### src/rtl/adder_core.sv
// adder_core: registered unsigned adder/subtractor with a valid handshake.
// The result is WIDTH+1 bits wide, so its MSB carries the carry-out on an add
// and the borrow on a subtract.
// Optional build macro: ADDER_CORE_PIPE2_EN adds an operand register stage,
// which makes the latency 2 cycles. Throughput stays at one result per cycle.
module adder_core #(
  parameter int WIDTH = 4
) (
  input  logic             clk,
  input  logic             rst_n,
  input  logic             in_valid,
  input  logic [WIDTH-1:0] a,
  input  logic [WIDTH-1:0] b,
  input  logic             sub,
  output logic [WIDTH:0]   sum,
  output logic             out_valid,
  output logic             zero
);

  logic [WIDTH-1:0] op_a;
  logic [WIDTH-1:0] op_b;
  logic             op_sub;
  logic             op_valid;
  logic [WIDTH:0]   result;

`ifdef ADDER_CORE_PIPE2_EN
  // Operand stage: capture operands only when valid, so idle input changes are ignored.
  always_ff @(posedge clk or negedge rst_n) begin
    if (!rst_n) begin
      op_a     <= '0;
      op_b     <= '0;
      op_sub   <= 1'b0;
      op_valid <= 1'b0;
    end else begin
      op_valid <= in_valid;
      if (in_valid) begin
        op_a   <= a;
        op_b   <= b;
        op_sub <= sub;
      end
    end
  end
`else
  // Single-stage build: operands feed the arithmetic directly.
  always_comb begin
    op_a     = a;
    op_b     = b;
    op_sub   = sub;
    op_valid = in_valid;
  end
`endif

  // Zero-extended add/subtract; the subtract wraps modulo 2^(WIDTH+1).
  always_comb begin
    if (op_sub) begin
      result = {1'b0, op_a} - {1'b0, op_b};
    end else begin
      result = {1'b0, op_a} + {1'b0, op_b};
    end
  end

  // Result stage: sum and zero load together and hold while no valid data arrives.
  always_ff @(posedge clk or negedge rst_n) begin
    if (!rst_n) begin
      sum       <= '0;
      out_valid <= 1'b0;
      zero      <= 1'b1;
    end else begin
      out_valid <= op_valid;
      if (op_valid) begin
        sum  <= result;
        zero <= (result == '0);
      end
    end
  end

endmodule

### config.mk
export PLATFORM = sky130hd
export DESIGN_NAME = adder_core
export DESIGN_NICKNAME = d
export VERILOG_FILES = /design/src/rtl/adder_core.sv
export SDC_FILE = /design/constraint.sdc
export NUM_CORES = 1
export LEC_CHECK = 0
export CAP_MARGIN = 20
export CORE_AREA = 2 2 39 41
export CTS_BUF_LIST = sky130_fd_sc_hd__clkbuf_16
export DETAILED_ROUTE_END_ITERATION = 8
export DIE_AREA = 0 0 41 43
export PLACE_DENSITY = 0.69
export SLEW_MARGIN = 10
export SYNTH_ARGS = -nofsm -noshare
export SYNTH_HDL_FRONTEND = slang
export SYNTH_SLANG_ARGS = --single-unit
### constraint.sdc
create_clock -name clk -period 0.9 [get_ports clk]
set_input_delay 0.225 -clock clk [delete_from_list [all_inputs] [get_ports clk]]
set_output_delay 0.225 -clock clk [all_outputs]
set_load 0.01 [all_outputs]
==> results.yml, run 1 <==
status:
  outcome: "finished, violations left"
  violations: "negative setup slack"
detailed_routing:
  drt_iter0_drc: 0
  vias_per_cell: 4.78
  drc: 0
  wirelength_um: 1300
  vias: 473
  drt_pre_antenna_iters: 1
  drtAntennaViolNets: 0
  wl_per_cell_um: 13.2
placed_design:
  io_buffers: 18
  dp_hpwl_um: 777
  routabilityCongestion: 0.743
  dp_slack_ns: -1.66
  place_area_um2: 797
cts:
  clk_pin_slew_ns: 0.04
  cts_tree: "yes"
  cts_made_buffers: 3
  cts_max_path_buffers: 2
  cts-htree-levels: 1
  insertion_delay_ns: 0.23
  cts.sinks: 7
  cts-root-buf: "clkbuf_16"
  cts_hold_buf: 0
global_route:
  overflow: 0
  first_global_vias: 515
  track_usage_pct: 18.0
  grt_start_max_net_pins: 8
  grt_pass1_wl_um: 2080
  antenna_found_initial: 0
run:
  cap_viol_max_count: 0
layout:
  antenna_cells: 0
  mostFrequentLayoutCells: "buf_4, buf_6, inv_1"
  layout_commonest_cell: "buf_4"
  seq_area_um2: 176
  fin_nets: 102
  fin_util_pct: 73.0
  drive_gt1_share_pct: 57.8
  multi_input_area_um2: 377
  nFillCells: 97
  areaGrowthSynthToFinish_pct: 107
  finalInstanceArea_um2: 1010
logic_synthesis:
  ys_warn_count: 0
  syn_area_per_cell_um2: 10.2
  yosysUniqueCellTypes: 20
  ys_seq_area_share_pct: 36.2
  synth_nets: 66
  syn-instance-count: 48
  synthesis.area_um2: 488
  synth_seq_cells: 7
power:
  p_leak_uw: 0.000479
  power_density_nw_per_um2: 1930
  ir_drop_mv: 0.835
sta:
  hold_slack_ns: 0.249
  post-route-period-util_pct: 197
  finalWorstSetupSlack_ns: -0.869
  finClkSkew_ns: 0
  relSlewSlack_pct: 79.4
  worst_pin_slew_ns: 0.308
  hold_viol: 0
  drv_slew: 0
  tns_ns: -4.15
  rsz0062_at_grt: "true"
  setup-violations-final: 12
  period_needed_ns: 1.77
  clock.fmax_mhz: 565
critical_path:
  path_delay_family: "adder cells"
  cp_data_arrival_time_ns: 1.88
  crit_chain: "buf_8 -> inv_4 -> ha_4 -> mux2_4 -> fa_2 -> nand2b_4 -> a21oi_4 -> xnor2_2 -> mux2_4"
  required_ns: 1.01
  critical-path-max-stage-delay_ns: 0.36
  worstPathMaxFanout: 2
  crit_type: "primary input to flop"
  start_kind: "primary input"
  endpoint_kind: "flop"
  cpMostUsedCell: "mux2_4"
  crit_buf_inv: 2
  slowest_stage: "fa_2"
floorplanning:
  die_h_um: 43
  ios: 19
  num_rows: 14
  fp.dieArea_um2: 1760
  coreArea_um2: 1380
  initial_core_util_pct: 35.3
  die_w_um: 41
min_path:
  hp-class: "primary input to async pin"
kinds of logic after synthesis:
group | after synthesis | share of synthesized area (%)
flip-flops | 7 | 36.2
multiplexers | 6 | 13.1
AO/OA/AOI/OAI | 5 | 8.97
adder cells (fa/ha/maj) | 6 | 16.9
AND/OR/NAND/NOR | 9 | 8.21
buffers and inverters | 10 | 7.69
XOR/XNOR | 5 | 8.98
metal layers:
| metal | up-vias | GRT usage (%) | routed length, µm |
|---|---|---|---|
| met4 | 0 | 8.00 | 27 |
| met1 | 228 | 16.2 | 438 |
| met5 | - | 0 | 0 |
| met3 | 3 | 4.71 | 72 |
| met2 | 19 | 33.8 | 765 |
| li1 | 223 | - | - |
metrics by stage:
stage | cells | power (µW)
2_1_floorplan | 48 | 715
3_3_place_gp | 90 | 1020
3_5_place_dp | 90 | 1030
4_1_cts | 98 | 1850
5_1_grt | 99 | 2030
6_report | 99 | 1940
cells in the mapped netlist, drive strengths merged:
cell / number / area share [%]
inv: 9 / 6.9
nand2: 1 / 0.77
dfrtp: 6 / 31
nand2b: 1 / 1.3
xnor2: 3 / 5.4
nor3: 1 / 1.0
nand4: 1 / 1.3
xor2: 2 / 3.6
dfstp: 1 / 5.4
mux2: 3 / 6.9
clkbuf: 1 / 0.77
a21oi: 3 / 6.2
fa: 1 / 4.1
mux2i: 3 / 6.2
o32ai: 1 / 1.8
ha: 5 / 13
nor2: 5 / 3.8
o21ai: 1 / 1.0
timing repair:
| action | in CTS | in global routing |
|---|---|---|
| endpoints found under the hold margin | 0 | 0 |
| pin swaps | 12 | 5 |
| gates resized for setup | 65 | 7 |
| setup endpoints to repair | 13 | 12 |
| buffers inserted | 4 | 1 |
state kept, by name (all words and copies together) (netlist names):
| name | flops |
|---|---|
| out_valid | 1 |
| sum | 5 |
| zero | 1 |
final cells by class:
cell class | instances | area share [%]
repair buffers | 32 | 30.6
multi-input cells | 31 | 37.3
clock buffers | 3 | 7.43
flip-flops and latches | 7 | 17.5
well taps | 16 | 1.98
inverters | 9 | 4.83
clock inverters | 1 | 0.372
where the power goes:
group	internal (µW)	switching (µW)
clock	578	173
combinational	443	312
sequential	390	47.7
final timing paths:
path,from,endpoint,slack (ns),cells after the start
worst min-delay path,rst_n,sum[0]$_DFFE_PN0P_,0.25,1
worst min register to register,zero$_DFFE_PN1P_,zero$_DFFE_PN1P_,0.51,2
worst max register to register,sum[4]$_DFFE_PN0P_,sum[4]$_DFFE_PN0P_,0.01,2
max in group asynchronous,rst_n,zero$_DFFE_PN1P_,0.37,1
worst max-delay path,b[0],sum[4]$_DFFE_PN0P_,-0.87,9
min in group clk,b[0],sum[0]$_DFFE_PN0P_,0.44,4
(Power assumes the default switching activity.)
==> run 2: changes to the inputs <==
--- a/config.mk
+++ b/config.mk
@@ -5,6 +5,7 @@
 export SDC_FILE = /design/constraint.sdc
 export NUM_CORES = 1
 export LEC_CHECK = 0
+export ABC_CLOCK_PERIOD_IN_PS = 900
 export CAP_MARGIN = 20
 export CORE_AREA = 2 2 39 41
 export CTS_BUF_LIST = sky130_fd_sc_hd__clkbuf_16
==> results of run 2 <==
The final DEF is identical to that of run 1; final timing and power are the same.
